--- config.mk ---
export PLATFORM = sky130hd
export DESIGN_NAME = l2_arbiter_rr
export DESIGN_NICKNAME = d
export VERILOG_FILES = /design/src/rtl/l2_arbiter_rr_pkg.sv /design/src/rtl/l2_arbiter_rr_picker.sv /design/src/rtl/l2_arbiter_rr.sv
export SDC_FILE = /design/constraint.sdc
export NUM_CORES = 1
export LEC_CHECK = 0
export ABC_AREA = 1
export ABC_CLOCK_PERIOD_IN_PS = 2100
export CORE_AREA = 2 2 273 275
export CTS_CLUSTER_SIZE = 12
export DETAILED_ROUTE_END_ITERATION = 12
export DIE_AREA = 0 0 275 277
export PLACE_DENSITY = 0.34
export SKIP_LAST_GASP = 1
export SLEW_MARGIN = 0
export SYNTH_ARGS = -nofsm -noshare
export SYNTH_HDL_FRONTEND = slang
export SYNTH_SLANG_ARGS = --single-unit
--- constraint.sdc ---
create_clock -name clk -period 2.1 [get_ports clk]
set_input_delay 0.525 -clock clk [delete_from_list [all_inputs] [get_ports clk]]
set_output_delay 0.525 -clock clk [all_outputs]
set_load 0.005 [all_outputs]
--- src/rtl/l2_arbiter_rr_pkg.sv ---
// Shared types for the L1-to-next-level line-transfer arbiter.
package l2_arbiter_rr_pkg;

  // Default element types: a 16-bit word address and a 128-bit L1 line.
  typedef logic [15:0]  lc3b_word;
  typedef logic [127:0] lc3b_L1_line;

  // Arbiter FSM state: IDLE arbitrates, BUSY holds one transaction open.
  typedef enum logic {
    ARB_IDLE = 1'b0,
    ARB_BUSY = 1'b1
  } lc3b_arb_state_t;

  // Direction of the captured transaction.
  typedef enum logic {
    ARB_OP_READ  = 1'b0,
    ARB_OP_WRITE = 1'b1
  } lc3b_arb_op_t;

endpackage

--- src/rtl/l2_arbiter_rr_picker.sv ---
// Combinational winner selection: round-robin starting at ptr, or
// fixed priority where the lowest active index wins.
module l2_arbiter_rr_picker #(
  parameter int NUM_REQ    = 2,
  parameter int FIXED_PRIO = 0,
  localparam int PTR_W     = $clog2(NUM_REQ)
) (
  input  logic [NUM_REQ-1:0] active,
  input  logic [PTR_W-1:0]   ptr,
  output logic [PTR_W-1:0]   g,
  output logic               found
);

  logic [PTR_W:0]   sum;
  logic [PTR_W-1:0] idx;

  // Scan from the lowest priority to the highest so the last hit wins.
  always_comb begin
    g     = '0;
    found = |active;
    sum   = '0;
    idx   = '0;
    if (FIXED_PRIO != 0) begin
      for (int i = NUM_REQ - 1; i >= 0; i--) begin
        if (active[i]) g = PTR_W'(i);
      end
    end else begin
      for (int off = NUM_REQ - 1; off >= 0; off--) begin
        // Explicit modulo so non-power-of-two NUM_REQ wraps to index 0.
        sum = {1'b0, ptr} + (PTR_W + 1)'(off);
        if (sum >= (PTR_W + 1)'(NUM_REQ)) sum = sum - (PTR_W + 1)'(NUM_REQ);
        idx = sum[PTR_W-1:0];
        if (active[idx]) g = idx;
      end
    end
  end

endmodule

--- src/rtl/l2_arbiter_rr.sv ---
// N-requester line-transfer arbiter between the L1 caches and the next
// memory level. One transaction at a time; the winner's address, write line
// and direction are captured at grant and held until mem_resp.
//
// Handshake: a requester raises req_read or req_write and holds it until it
// sees its req_resp bit; the arbiter raises mem_read/mem_write for the whole
// transaction and the transaction ends in the cycle mem_resp is high, which
// is also the cycle req_resp[g] pulses. One idle cycle always follows so the
// finishing requester can drop its request before re-arbitration.
module l2_arbiter_rr
  import l2_arbiter_rr_pkg::*;
#(
  parameter int NUM_REQ    = 2,
  parameter int ADDR_WIDTH = $bits(lc3b_word),
  parameter int LINE_WIDTH = $bits(lc3b_L1_line),
  parameter int FIXED_PRIO = 0,
  localparam int PTR_W     = $clog2(NUM_REQ)
) (
  input  logic                          clk,
  input  logic                          rst,
  input  logic [NUM_REQ-1:0]            req_read,
  input  logic [NUM_REQ-1:0]            req_write,
  input  logic [NUM_REQ*ADDR_WIDTH-1:0] req_address,
  input  logic [NUM_REQ*LINE_WIDTH-1:0] req_wdata,
  output logic [NUM_REQ-1:0]            req_resp,
  output logic [LINE_WIDTH-1:0]         req_rdata,
  output logic                          mem_read,
  output logic                          mem_write,
  output logic [ADDR_WIDTH-1:0]         mem_address,
  output logic [LINE_WIDTH-1:0]         mem_wdata,
  input  logic                          mem_resp,
  input  logic [LINE_WIDTH-1:0]         mem_rdata,
  output lc3b_arb_state_t               dbg_state
);

  lc3b_arb_state_t       state_q, state_d;
  lc3b_arb_op_t          op_q, op_d;
  logic [PTR_W-1:0]      ptr_q, ptr_d;
  logic [PTR_W-1:0]      g_q, g_d;
  logic [ADDR_WIDTH-1:0] addr_q, addr_d;
  logic [LINE_WIDTH-1:0] wdata_q, wdata_d;

  logic [NUM_REQ-1:0]    active;
  logic [PTR_W-1:0]      pick_g;
  logic                  pick_found;
  logic [ADDR_WIDTH-1:0] sel_addr;
  logic [LINE_WIDTH-1:0] sel_wdata;
  logic                  sel_write;

  assign active = req_read | req_write;

  l2_arbiter_rr_picker #(
    .NUM_REQ    (NUM_REQ),
    .FIXED_PRIO (FIXED_PRIO)
  ) u_picker (
    .active (active),
    .ptr    (ptr_q),
    .g      (pick_g),
    .found  (pick_found)
  );

  // Mux the winner's address, write line and direction off the flat buses.
  always_comb begin
    sel_addr  = '0;
    sel_wdata = '0;
    sel_write = 1'b0;
    for (int i = 0; i < NUM_REQ; i++) begin
      if (pick_g == PTR_W'(i)) begin
        sel_addr  = req_address[i*ADDR_WIDTH +: ADDR_WIDTH];
        sel_wdata = req_wdata[i*LINE_WIDTH +: LINE_WIDTH];
        sel_write = req_write[i];
      end
    end
  end

  // Next-state: grant and capture in IDLE, wait for mem_resp in BUSY.
  always_comb begin
    state_d = state_q;
    op_d    = op_q;
    ptr_d   = ptr_q;
    g_d     = g_q;
    addr_d  = addr_q;
    wdata_d = wdata_q;
    case (state_q)
      ARB_IDLE: begin
        if (pick_found) begin
          state_d = ARB_BUSY;
          g_d     = pick_g;
          addr_d  = sel_addr;
          wdata_d = sel_wdata;
          // A requester asserting both strobes is treated as a write.
          op_d    = sel_write ? ARB_OP_WRITE : ARB_OP_READ;
          if (FIXED_PRIO == 0) begin
            if (pick_g == PTR_W'(NUM_REQ - 1)) ptr_d = '0;
            else                               ptr_d = pick_g + PTR_W'(1);
          end
        end
      end
      ARB_BUSY: begin
        if (mem_resp) state_d = ARB_IDLE;
      end
      default: state_d = ARB_IDLE;
    endcase
  end

  // State and capture registers with synchronous reset.
  always_ff @(posedge clk) begin
    if (rst) begin
      state_q <= ARB_IDLE;
      op_q    <= ARB_OP_READ;
      ptr_q   <= '0;
      g_q     <= '0;
      addr_q  <= '0;
      wdata_q <= '0;
    end else begin
      state_q <= state_d;
      op_q    <= op_d;
      ptr_q   <= ptr_d;
      g_q     <= g_d;
      addr_q  <= addr_d;
      wdata_q <= wdata_d;
    end
  end

  // Completion routing: only the granted requester sees mem_resp, only in BUSY.
  always_comb begin
    req_resp = '0;
    for (int i = 0; i < NUM_REQ; i++) begin
      req_resp[i] = (state_q == ARB_BUSY) && mem_resp && (g_q == PTR_W'(i));
    end
  end

  assign mem_read    = (state_q == ARB_BUSY) && (op_q == ARB_OP_READ);
  assign mem_write   = (state_q == ARB_BUSY) && (op_q == ARB_OP_WRITE);
  assign mem_address = addr_q;
  assign mem_wdata   = wdata_q;
  assign req_rdata   = mem_rdata;
  assign dbg_state   = state_q;

  // Simultaneous read and write from one requester is a protocol error.
  a_rw_exclusive: assert property (@(posedge clk) disable iff (rst)
    (req_read & req_write) == '0);

endmodule

[After elaboration in Yosys (flattened, before gate mapping)]
Cells that the tools add are included.
Operators by class
  add/sub/neg operators: 4
  $mul: 0
  div/mod/pow operators: 0
  magnitude comparators: 4
  equal/unequal tests: 0
  shift operators: 0
  mux-type cells: 16
  bitwise logic cells: 4
  reduce and logical (&&, ||, !) cells: 7
Operators with widths (count)
  $mux 128: 1
  $mux 16: 1
  $mux 1: 13
  $logic_and 1x1->1: 5
  $lt 1x2->1 const B: 2
  $not 1->1: 3
  $add 1x1->2 const B: 1
  $ge 1x2->1 const B: 1
  $ge 2x2->1 const B: 1
  $or 2x2->2: 1
  $pmux 1 s2: 1
  $reduce_and 2->1: 1
  $reduce_or 2->1: 1
  $sub 1x1->1 const B: 2
  $add 1x1->1 const B: 1
Word-level totals
  flip-flop bits (word level): 148
  bits in latches: 0
  memory bits (writable): 0
  ROM bits: 0
  output and inout bits: 277
  logic and storage cells: 41
  memories: 0

[Longest topological paths before layout]
Gate-level depths: netlist (run 1).
  depth after elaboration: 9
  depth in mapped cells: 10
  mapped depth without buffers: 8

[Hierarchy]
Synthesis (run 1) repeated with hierarchy kept, for this count alone.
Unflattened totals
  cells, all modules: 1687
  area, all modules: 9371.5 um^2
Modules (own cells, without submodules)
  l2_arbiter_rr: times used 1, cells each 1683, area an instance 9352.7 um^2, sequential area each 2962.8 um^2
  l2_arbiter_rr_picker: times used 1, cells each 4, area an instance 18.8 um^2, sequential area each 0.0 um^2

[Least setup slack after synthesis (run 1)]
OpenSTA, ideal clock, no wires.
  kind: input-to-reg
  start: input port req_write[1]
  end: register g_q
  data arrival time: 1.404 ns
  required time: 1.969 ns
  path slack: 0.565 ns
  stages on the path: 9
  buffers on the path: 3
  path through: nor2_4 nand2_1 nand2_1 inv_2 buf_6 buf_6 buf_6 nor2_1 nor3_1
Between the ends
  longest elaborated chain between the ends: 5
  elaborated cells on any way between the ends: 9
RTL lines
  from (decl): line l2_arbiter_rr.sv:22  | input logic [NUM_REQ-1:0] req_write,
  $or 2x2->2 *: line l2_arbiter_rr.sv:50  | assign active = req_read | req_write;
  $mux 1 (not written as such) (2 in a row): line l2_arbiter_rr_picker.sv:33  | if (active[idx]) g = idx;
  $mux 1 (2 in a row): line l2_arbiter_rr_picker.sv:33
  to (signal assigned): line l2_arbiter_rr.sv:119  | g_q <= g_d;
  to (decl): line l2_arbiter_rr.sv:39  | logic [PTR_W-1:0] g_q, g_d;
Every way passes the cells marked *; elsewhere a longest branch is shown, timed or not. The select of a mux whose other input is x is not followed.
A chain may end at the register's enable or synchronous reset.

[Final worst setup path (run 1)]
  start: register wdata_q[101] (netlist: mem_wdata[101])
  end: output port mem_wdata[101]
RTL lines
  from (decl): line l2_arbiter_rr.sv:41  | logic [LINE_WIDTH-1:0] wdata_q, wdata_d;
  from (signal assigned): line l2_arbiter_rr.sv:121  | wdata_q <= wdata_d;
  to (decl): line l2_arbiter_rr.sv:30  | output logic [LINE_WIDTH-1:0] mem_wdata,
No word-level cell between the ends.

==> results of run 1 <==
## routing by layer
| metal | up-vias | part of all wire [%] | GRT usage, % |
|---|---|---|---|
| li1 | 4686 | - | - |
| met1 | 3932 | 41 | 10.74 |
| met2 | 354 | 47 | 16.21 |
| met3 | 79 | 8.5 | 3.798 |
| met4 | 2 | 3.9 | 4.990 |
| met5 | - | 0.042 | 0.1926 |
## power by group
group          switching, mW  total, mW  internal (mW)
clock network           1.39       3.20           1.81
logic                   1.28       2.85           1.57
registers              0.152       3.26           3.10
total                   2.82       9.30           6.49
## final cells by class
cell class | instances | area, um^2
repair buffers | 525 | 5289
fillers | 8384 | 59380
well taps | 969 | 1212
multi-input cells | 890 | 3558
clock inverters | 11 | 126.4
clock buffers | 21 | 460.4
flip-flops and latches | 148 | 2965
inverters | 151 | 574.3
## registers in the layout, indices dropped and copies added, names as in the netlist
signal       count
mem_wdata      128
g_q              1
dbg_state        1
mem_address     16
ptr_q            1
op_q             1
## cell families after synthesis
kind of cell / count (synthesis) / synth area share, %
simple gates: 884 / 41.57
flops: 148 / 35.00
compound gates: 6 / 0.3843
buf+inv: 357 / 23.04
## cells in the mapped netlist, drive strengths merged
master,n,area [um^2]
nand2,438,1647
nor2,300,1141
buf,175,1267
inv,151,566.8
dfxtp,148,2963
nand3,145,725.7
clkbuf,31,116.4
a21oi,4,20.02
nor3,1,5.000
o21ai,1,5.000
o21bai,1,7.510
## worst max path at each step
stage                    from  slack [ns]             end
2_1_floorplan    req_write[1]        0.56             g_q
5_1_grt        mem_wdata[101]        0.04  mem_wdata[101]
3_3_place_gp         mem_resp       -0.31     req_resp[0]
6_report       mem_wdata[101]        0.13  mem_wdata[101]
3_5_place_dp         mem_resp       -0.29     req_resp[0]
4_1_cts             dbg_state       -0.09     req_resp[0]
## per-stage QoR
stage	setup TNS, ns	hold WS [ns]	utilization, %	power (mW)
detailed placement	-14.80	0.5238	18.46	6.227
global route	0	0.4693	19.28	9.979
global placement	-13.51	0.5215	18.46	6.229
floorplan	0	0.4750	-	4.617
finish	0	0.5049	19.28	9.304
CTS	-0.1272	0.4480	19.28	9.606
## timing repair
action | 4_1_cts | 5_1_grt
gates resized for setup | 8 | 2
buffers inserted | 1 | 0
endpoints found under the setup margin | 4 | 2
==> flow_metrics.py, run 1 <==
metrics = {
    "run_status": {
        "status": "finished clean",
    },
    "placed_design": {
        "hpwl_mm": 30.13,
        "preCtsSetupSlack_ns": -0.2920,
        "gp_congestion": 0.8063,
        "place_inst": 2682,
        "placed_cell_area_um2": 13580,
        "portBuffers": 443,
    },
    "pwr": {
        "leakagePower_nw": 6.829,
        "pwr_density_cell_nw_per_um2": 655.8,
        "ir_drop_mv": 0.3569,
    },
    "synth": {
        "synth_area_per_cell_um2": 6.068,
        "yosysWarnings": 0,
        "synth_cell_types": 17,
        "yosysSeqAreaShare_pct": 35.00,
        "syn_area_um2": 8464,
        "synth_seq_cells": 148,
        "synth_nets": 1818,
        "netlist_instances": 1395,
    },
    "clock_tree": {
        "cts_inserted_buffers": 17,
        "cts_tree": "built",
        "insertion_delay_ns": 0.48,
        "cts_buffer_depth": 2,
        "cts-root-buf": "clkbuf_16",
        "cts_max_level": 4,
        "cts_sinks": 148,
        "holdBufCountCts": 0,
        "clk_pin_slew_ns": 0.07,
    },
    "die": {
        "die_y_um": 277,
        "fp-row-count": 100,
        "core-area_um2": 73570,
        "die_w_um": 275,
        "start_util_pct": 11.51,
        "die_area_um2": 76180,
        "num_io_pins": 700,
    },
    "route": {
        "drc": 0,
        "drt-vias-per-instance": 3.334,
        "routed-via-count": 9053,
        "drtIter0Drc": 308,
        "dr.pass1.iters": 4,
        "wl_mm": 37.78,
        "antenna_left": 0,
        "wire_per_inst_um": 13.91,
    },
    "worst_setup_path": {
        "crit_type": "flop to output port",
        "cp.required_ns": 1.57,
        "cp-start-kind": "flop",
        "end_kind": "output port",
        "crit_buf_inv": 1,
        "r2r_cells": 9,
        "rrSetupSlack_ns": 0.53,
        "critPathTopFamily": "buffers and inverters",
        "rr_endpoint": "mem_wdata[9]",
        "crit_path_max_fanout": 2,
        "worst_path_max_delay_cell": "clkdlybuf4s50_1",
        "crit_cells": 1,
        "slowest_delay_ns": 0.62,
        "critical_path_arrival_ns": 1.45,
        "crit_chain": "clkdlybuf4s50_1",
        "timing.rr.start": "dbg_state",
    },
    "run": {
        "drv_cap": 0,
    },
    "global_routing": {
        "grt_max_degree": 61,
        "grt_pass1_wl_mm": 55.39,
        "antenna_found_initial": 1,
        "grt_usage_pct": 9.770,
        "grt_overflow": 0,
        "first_global_vias": 9013,
    },
    "final_layout": {
        "nets": 2156,
        "final_cell_mix": "nand2_1, clkdlybuf4s50_1, nor2_1",
        "instances_no_fill": 2715,
        "antenna_cells": 0,
        "layout-drive-gt1-share_pct": 6.873,
        "area_growth_pct": 67.60,
        "stdcell_area_um2": 14190,
    },
    "sta": {
        "max_freq_mhz": 507.1,
        "skew_ns": 0.009774,
        "tightest_slew_ns": 0.3266,
        "slew_viol_final": 0,
        "layout_min_cycle_time_ns": 1.972,
        "rsz0062_at_grt": "false",
        "report.final.hold_viol_count": 0,
        "setup_viol": 0,
        "slew_headroom_pct": 78.23,
        "fin_ws_ns": 0.1278,
        "post-route-period-util_pct": 93.91,
    },
    "min_path": {
        "whs_path_depth": 4,
        "min_to": "mem_address[2]",
        "hp-start": "rst",
        "hold_path.class": "primary input to flop",
    },
}
Note: power is estimated with default switching activity, not from simulation.
==> run 2, diff against run 1 <==
--- a/config.mk
+++ b/config.mk
@@ -6,7 +6,7 @@
 export NUM_CORES = 1
 export LEC_CHECK = 0
 export ABC_AREA = 1
-export ABC_CLOCK_PERIOD_IN_PS = 2100
+export ABC_CLOCK_PERIOD_IN_PS = 2340
 export CORE_AREA = 2 2 273 275
 export CTS_CLUSTER_SIZE = 12
 export DETAILED_ROUTE_END_ITERATION = 12
==> constraint.sdc (replaced) <==
create_clock -name clk -period 2.34 [get_ports clk]
set_input_delay 0.585 -clock clk [delete_from_list [all_inputs] [get_ports clk]]
set_output_delay 0.585 -clock clk [all_outputs]
set_load 0.005 [all_outputs]
==> run 2 against run 1 <==
Effect of this change:
- routed wire length shrank 0.63%
- die area is the same
- combinational power shrank 12%
- critical path type unchanged
- worst hold slack lost 0.0061 ns
- sequential cell count is the same
==> flow_metrics.py, run 2 (synthesized netlist as in run 1, its figures left out) <==
metrics = {
    "final_layout": {
        "area_growth_pct": 65.90,
        "final_cell_mix": "clkdlybuf4s50_1, nand2_1, nor2_1",
        "layout-drive-gt1-share_pct": 6.117,
        "antenna_cells": 0,
        "largest_reg_flops": 128,
        "final_common_cell": "clkdlybuf4s50_1",
        "fin_util_pct": 19.09,
        "nets": 2143,
        "instances_no_fill": 2702,
        "stdcell_area_um2": 14040,
    },
    "global_routing": {
        "antenna_found_initial": 0,
        "first_global_vias": 8935,
        "grt_overflow": 0,
        "grt_usage_pct": 9.712,
        "grt_max_degree": 73,
        "grt_pass1_wl_mm": 54.86,
    },
    "route": {
        "antenna_left": 0,
        "routed-via-count": 9024,
        "drt-vias-per-instance": 3.340,
        "drtIter0Drc": 422,
        "dr.pass1.iters": 4,
        "drc": 0,
        "wire_per_inst_um": 13.89,
        "wl_mm": 37.54,
    },
    "run_status": {
        "status": "finished clean",
    },
    "clock_tree": {
        "holdBufCountCts": 0,
        "clk_pin_slew_ns": 0.07,
        "cts_inserted_buffers": 17,
        "cts_max_level": 4,
        "cts_sinks": 148,
        "cts_setup_buffers": 0,
        "cts_tree": "built",
        "cts-root-buf": "clkbuf_16",
        "insertion_delay_ns": 0.46,
        "cts_buffer_depth": 2,
    },
    "placed_design": {
        "portBuffers": 443,
        "gp_congestion": 0.8194,
        "hpwl_mm": 29.78,
        "place_inst": 2670,
        "placed_cell_area_um2": 13470,
    },
    "die": {
        "core-area_um2": 73570,
        "die_area_um2": 76180,
        "num_io_pins": 700,
        "die_y_um": 277,
        "die_w_um": 275,
        "fp-row-count": 100,
        "start_util_pct": 11.51,
    },
    "pwr": {
        "p_seq_share_pct": 35.6,
        "leakagePower_nw": 6.727,
        "ir_drop_mv": 0.3774,
        "p_int_mw": 5.665,
        "p_comb_share_pct": 30.6,
        "pwr_density_cell_nw_per_um2": 584.9,
        "netSwitchingPower_mw": 2.549,
        "clkPwrFrac_pct": 33.8,
        "swShare_pct": 31.03,
    },
    "sta": {
        "layout_min_cycle_time_ns": 2.236,
        "skew_ns": 0.007633,
        "max_freq_mhz": 447.3,
        "post-route-period-util_pct": 95.55,
        "hold_slack_ns": 0.4988,
        "rsz0062_at_grt": "true",
        "tightest_slew_ns": 0.3970,
        "slew_headroom_pct": 73.54,
        "setup_tns_ns": 0,
        "report.final.hold_viol_count": 0,
        "slew_viol_final": 0,
        "setup_viol": 0,
    },
    "worst_setup_path": {
        "cp-start-kind": "flop",
        "end_kind": "output port",
        "crit_chain": "inv_1, nor2_2, buf_4, clkdlybuf4s50_1",
        "crit_buf_inv": 3,
        "critical_path_arrival_ns": 1.65,
        "crit_type": "flop to output port",
        "cp.required_ns": 1.75,
        "worst_path_max_delay_cell": "clkdlybuf4s50_1",
        "slowest_delay_ns": 0.50,
        "crit_path_max_fanout": 3,
        "critPathTopFamily": "buffers and inverters",
    },
    "min_path": {
        "hold_path.class": "primary input to flop",
    },
    "run": {
        "drv_cap": 0,
    },
}
## run 2: layer usage
layer | vias up | global-route usage (%) | part of all wire, %
met5 | - | 0.1926 | 0
met4 | 0 | 5.225 | 4.2
met3 | 76 | 3.555 | 8.1
met2 | 366 | 15.98 | 47
met1 | 3919 | 10.81 | 41
li1 | 4663 | - | -
## run 2: repair_timing
| action | in CTS | in global routing |
|---|---|---|
| endpoints found under the setup margin | 2 | 3 |
| gates cloned | 0 | 0 |
| resized for setup | 1 | 3 |
## run 2: final cells by class
| type | count | area [um^2] |
|---|---|---|
| Multi-Input combinational cell | 890 | 3558 |
| Sequential cell | 148 | 2963 |
| Clock inverter | 13 | 123.9 |
| Timing Repair Buffer | 512 | 5167 |
| Fill cell | 8385 | 59530 |
| Tap cell | 969 | 1212 |
| Clock buffer | 19 | 442.9 |
| Inverter | 151 | 574.3 |
## run 2: path summary, 6_finish.rpt
check / depth (start not counted) / start / to / slack (ns)
setup reg to reg: 8 / ptr_q / mem_wdata[114] / 0.75
hold / removal: 4 / rst / mem_wdata[117] / 0.50
setup / recovery: 4 / dbg_state / mem_read / 0.10
hold reg to reg: 2 / g_q / g_q / 0.54
## run 2: tightest hold or removal path, delay by kind of cell
kind	cells	cell delay [ns]
simple gates	2	0.11
buf+inv	2	0.22
## run 2: stage by stage
stage               power, mW  setup slack [ns]
global placement        5.547           -0.2180
detailed placement      5.549           -0.1614
floorplan               4.144            0.7449
CTS                     8.495          0.003240
global route            8.819        -0.0007526
finish                  8.213            0.1041
## run 2: power groups by stage
stage / clock [mW] / sequential, mW / combinational, mW
2_1_floorplan: 0 / 2.99 / 1.15
3_3_place_gp: 0 / 2.97 / 2.57
3_5_place_dp: 0 / 2.98 / 2.56
4_1_cts: 2.99 / 2.93 / 2.58
5_1_grt: 3.05 / 2.96 / 2.80
6_report: 2.78 / 2.93 / 2.51
==> run 3, diff against run 2 <==
--- a/config.mk
+++ b/config.mk
@@ -13,7 +13,7 @@
 export DIE_AREA = 0 0 275 277
 export PLACE_DENSITY = 0.34
 export SKIP_LAST_GASP = 1
-export SLEW_MARGIN = 0
+export SLEW_MARGIN = 30
 export SYNTH_ARGS = -nofsm -noshare
 export SYNTH_HDL_FRONTEND = slang
 export SYNTH_SLANG_ARGS = --single-unit
==> constraint.sdc (replaced) <==
create_clock -name clk -period 2.34 [get_ports clk]
set_input_delay 0.468 -clock clk [delete_from_list [all_inputs] [get_ports clk]]
set_output_delay 0.468 -clock clk [all_outputs]
set_load 0.005 [all_outputs]
==> run 3 against run 2 <==
Effect of this change:
- clock power grew 16%
- utilization shrank 0.060 points
- sequential power is essentially flat
- global-route usage is essentially flat
- routed wire length grew 0.63%
- first-iteration DRC count shrank 30%
- final area shrank 0.31%
- setup slack lost 0.021 ns
- highest routed layer is now met5
==> flow_metrics.py, run 3 (synthesized netlist as in run 1, its figures left out) <==
metrics = {
    "run_status": {
        "status": "finished clean",
    },
    "sta": {
        "rsz0062_at_grt": "false",
        "skew_ns": 0.02862,
        "hold_slack_ns": 0.3801,
        "setup_viol": 0,
        "layout_min_cycle_time_ns": 2.256,
        "report.final.hold_viol_count": 0,
        "slew_headroom_pct": 71.56,
        "slew_viol_final": 0,
        "setup_tns_ns": 0,
        "tightest_slew_ns": 0.4266,
        "fin_ws_ns": 0.08352,
        "post-route-period-util_pct": 96.43,
        "max_freq_mhz": 443.2,
    },
    "final_layout": {
        "final_cell_mix": "clkdlybuf4s50_1, nand2_1, nor2_1",
        "multi_input_area_um2": 3556,
        "stdcell_area_um2": 14000,
        "final_common_cell": "clkdlybuf4s50_1",
        "largest_reg_flops": 128,
        "instances_no_fill": 2682,
        "layout-drive-gt1-share_pct": 4.962,
        "antenna_cells": 0,
        "register_area_um2": 2963,
        "nets": 2123,
        "area_growth_pct": 65.38,
        "fillers": 8290,
        "fin_util_pct": 19.03,
    },
    "run": {
        "drv_cap": 0,
    },
    "clock_tree": {
        "cts-root-buf": "clkbuf_16",
        "cts_sinks": 148,
        "cts_buffer_depth": 2,
        "clk_pin_slew_ns": 0.07,
        "cts_tree": "built",
        "insertion_delay_ns": 0.48,
        "holdBufCountCts": 0,
        "cts_inserted_buffers": 17,
        "cts_max_level": 4,
        "cts_resized": 0,
        "cts_setup_buffers": 0,
    },
    "placed_design": {
        "preCtsSetupSlack_ns": 0.08108,
        "gp_congestion": 0.7910,
        "hpwl_mm": 29.63,
        "place_inst": 2650,
        "portBuffers": 443,
        "placed_cell_area_um2": 13330,
    },
    "global_routing": {
        "grt_usage_pct": 9.751,
        "grt_pass1_wl_mm": 55.21,
        "first_global_vias": 8939,
        "grt_max_degree": 74,
        "grt_overflow": 0,
        "antenna_found_initial": 1,
    },
    "die": {
        "die_w_um": 275,
        "die_area_um2": 76180,
        "core-area_um2": 73570,
        "fp-row-count": 100,
        "start_util_pct": 11.51,
        "num_io_pins": 700,
        "die_y_um": 277,
    },
    "route": {
        "drc": 0,
        "wire_per_inst_um": 14.09,
        "wl_mm": 37.78,
        "dr.pass1.iters": 5,
        "routed-via-count": 8971,
        "antenna_left": 0,
        "drtIter0Drc": 296,
        "drt-vias-per-instance": 3.345,
    },
    "pwr": {
        "leakagePower_nw": 6.671,
        "pwr_density_cell_nw_per_um2": 616.5,
        "ir_drop_mv": 0.3642,
        "finalPower_mw": 8.629,
    },
    "worst_setup_path": {
        "critical_path_arrival_ns": 1.79,
        "slowest_delay_ns": 0.59,
        "crit_path_max_fanout": 2,
        "cp_common_cell": "clkdlybuf4s50_1",
        "cp.required_ns": 1.87,
        "crit_buf_inv": 2,
        "end_kind": "output port",
        "crit_chain": "clkdlybuf4s50_1, nand2_1, nor2_1, clkdlybuf4s50_1",
        "critPathTopFamily": "buffers and inverters",
        "worst_path_max_delay_cell": "clkdlybuf4s50_1",
        "crit_type": "primary input to output port",
        "cp-start-kind": "primary input",
    },
    "min_path": {
        "hold_path.class": "primary input to flop",
    },
}
## run 3: cell types whose count changed in the layout (fill, tap and decap cells not counted), moves of 2 or more
cell	previous run	this run
buf_4	52	32
bufinv_16	1	5
clkbuf_8	1	3
clkdlybuf4s50_1	440	442
clkinvlp_4	3	1
inv_6	4	1
## run 3: power breakdown
part	internal, mW	switching, mW
clock	1.98	1.25
combinational	1.34	1.13
sequential	2.79	0.144
## run 3: worst min-delay path: stages
cell	delay, ns
buf_4	0.20
nor2_1	0.07
nand2_1	0.04
inv_1	0.03
## run 3: layout make-up
type / instances / area share, %
Clock buffer: 21 / 3.361
Clock inverter: 11 / 1.412
Inverter: 151 / 4.103
Multi-Input combinational cell: 890 / 25.40
Sequential cell: 148 / 21.17
Tap cell: 969 / 8.661
Timing Repair Buffer: 492 / 35.90
## run 3: layer usage
metal | wire length (um) | track usage, % | vias to the layer above
li1 | - | - | 4620
met1 | 15330 | 10.73 | 3907
met2 | 17850 | 16.36 | 366
met3 | 3259 | 3.685 | 76
met4 | 1320 | 4.712 | 2
met5 | 13 | 0.1926 | -
## run 3: worst paths after layout
check | endpoint | startpoint | depth (start not counted) | slack (ns)
setup / recovery | req_resp[1] | mem_resp | 4 | 0.08
hold / removal | mem_wdata[108] | rst | 4 | 0.38
hold reg to reg | ptr_q | ptr_q | 2 | 0.54
setup reg to reg | mem_wdata[114] | ptr_q | 7 | 0.78
==> variant (flow settings as in run 2) <==
`NUM_REQ` is set to 2 in 2 places; all go to 4.
--- a/src/rtl/l2_arbiter_rr_picker.sv
+++ b/src/rtl/l2_arbiter_rr_picker.sv
@@ -2,5 +2,5 @@
 // fixed priority where the lowest active index wins.
 module l2_arbiter_rr_picker #(
-  parameter int NUM_REQ    = 2,
+  parameter int NUM_REQ    = 4,
   parameter int FIXED_PRIO = 0,
   localparam int PTR_W     = $clog2(NUM_REQ)
--- a/src/rtl/l2_arbiter_rr.sv
+++ b/src/rtl/l2_arbiter_rr.sv
@@ -11,5 +11,5 @@
   import l2_arbiter_rr_pkg::*;
 #(
-  parameter int NUM_REQ    = 2,
+  parameter int NUM_REQ    = 4,
   parameter int ADDR_WIDTH = $bits(lc3b_word),
   parameter int LINE_WIDTH = $bits(lc3b_L1_line),
Interface: changed (5 resized); port bits go from 700 to 994. No check against the original RTL was run, so the function may have changed too.
==> variant against run 2 <==
  * The flow now finishes with violations (setup timing)
  * Routed wire length increased by 120%
  * Setup slack worse by 0.35 ns
  * Synthesized area increased by 21%
  * Sequential cell count rose by 2
  * Non-clock buffer count up 437
  * Global-route usage increased by 11 points
  * Cell area up 54%
  * Synthesized cell count rose by 8.6%
  * Critical endpoint is now mem_address[6]
  * Via count is 57% higher
  * Cell count is 19% higher
  * Core utilization grew 10 points
  * First-iteration DRC count increased by 63%
Power is not compared: it rests on default switching activity, and its combinational part moved more than twofold at a synthesized area within 25%.
==> variant: results <==
{
  "arrival_ns": 3.01,
  "drt_iter0_drc": 688,
  "async_reset_ff_frac": 0,
  "drtAntennaViolNets": 0,
  "yosysSeqAreaShare": 0.2934,
  "port_buffers": 737,
  "gp_congestion": 0.9278,
  "cts_root_buf": "clkbuf_16",
  "max_stage_delay_ns": 0.21,
  "grt_pass1_wl_mm": 112.7,
  "yosysWarnings": 0,
  "finalClockSkew_ns": 0.01147,
  "cts_buffer_depth": 2,
  "synthDistinctLibCells": 23,
  "cts_max_level": 4,
  "syn-num-nets": 2234,
  "grt_usage": 0.2106,
  "clock_latency_ns": 0.49,
  "p_leak_uw": 0.007947,
  "cts_hold_buf": 0,
  "drive_gt1_frac": 0.2121,
  "multi_input_area_um2": 6371,
  "critical_path.top_delay_family": "buffers and inverters",
  "synth_adder_area_share": 0.004891,
  "violations": "setup timing",
  "crit_fanout": 5,
  "fillers": 7950,
  "vias": 14120,
  "fin_nets": 2931,
  "yosys.area_share.xor_xnor": 0,
  "final.setup.worst_slack_ns": -0.2498,
  "place_worst_setup_slack_ns": -1.322,
  "worstMarginPinSlew_ns": 0.4205,
  "hpwl_mm": 63.10,
  "dpl-instance-area_um2": 18670,
  "firstDrtPassIters": 5,
  "hold_violations": 0,
  "status": "complete, but fails checks",
  "ir_drop_mv": 0.4643,
  "synthTopCellsByArea": "dfxtp_1 29%, a21oi_1 14%, nand2_1 12%",
  "slowest_stage": "clkdlybuf4s15_1",
  "largest_register_ff_count": 128,
  "grt_max_degree": 80,
  "wl_per_cell_um": 26.17,
  "cts_buffers": 17,
  "antenna_found_initial": 31,
  "cts.repair.resized": 263,
  "synth_flop_cell": "dfxtp_1",
  "finalSetupViolCount": 139,
  "grt_pass1_vias": 14650,
  "synth_compound_area_frac": 0.3944,
  "clk_pin_slew_ns": 0.08,
  "postCtsSetupRepairBufs": 43,
  "hp-class": "reg -> reg",
  "synth_common_cells": "317 x nand2_1, 294 x a21oi_1, 160 x o21ai_1",
  "yosys-mux-area-fraction": 0
}
==> variant: final timing paths <==
check / start / to / slack [ns] / cells past startpoint
worst min-delay path: g_q[0] / g_q[0] / 0.51 / 2
worst max-delay path: req_read[3] / mem_address[6] / -0.25 / 21
worst min register to register: g_q[0] / g_q[0] / 0.51 / 2
worst max register to register: ptr_q[0] / mem_address[6] / -0.24 / 20
==> variant: kinds of logic after synthesis <==
| kind of cell | count (synthesis) |
|---|---|
| AO/OA/AOI/OAI | 733 |
| adder cells (fa/ha/maj) | 4 |
| buffers and inverters | 286 |
| flip-flops | 150 |
| AND/OR/NAND/NOR | 342 |
==> variant: per-layer routing <==
| metal | vias to the layer above | track usage | routed length, um |
|---|---|---|---|
| met5 | - | 0 | 175 |
| met4 | 26 | 0.07789 | 3048 |
| met3 | 207 | 0.06876 | 6512 |
| met2 | 544 | 0.3729 | 42380 |
| met1 | 6707 | 0.2318 | 31770 |
| li1 | 6640 | - | - |
==> variant: area by class of cell <==
type | instances | area share
timing repair buffer | 949 | 0.4784
multi-input combinational | 1079 | 0.2941
sequential | 150 | 0.1389
tap | 969 | 0.05596
clock buffer | 17 | 0.01964
clock inverter | 15 | 0.008258
inverter | 15 | 0.003523
antenna | 11 | 0.001271
==> variant: report_power, final <==
group	total, uW	switching [uW]	internal, uW
clock network	3080	1460	1620
registers	3580	376	3210
logic	16100	7830	8280
==> variant: through the flow <==
| stage | setup TNS [ns] | cells | util |
|---|---|---|---|
| 5_1_grt | -38.45 | 3198 | 0.2943 |
| 3_5_place_dp | -145.56 | 3088 | 0.2537 |
| 2_1_floorplan | 0 | 1515 | - |
| 4_1_cts | -15.71 | 3178 | 0.2843 |
| 3_3_place_gp | -144.16 | 3088 | 0.2537 |
| 6_report | -13.33 | 3205 | 0.2945 |
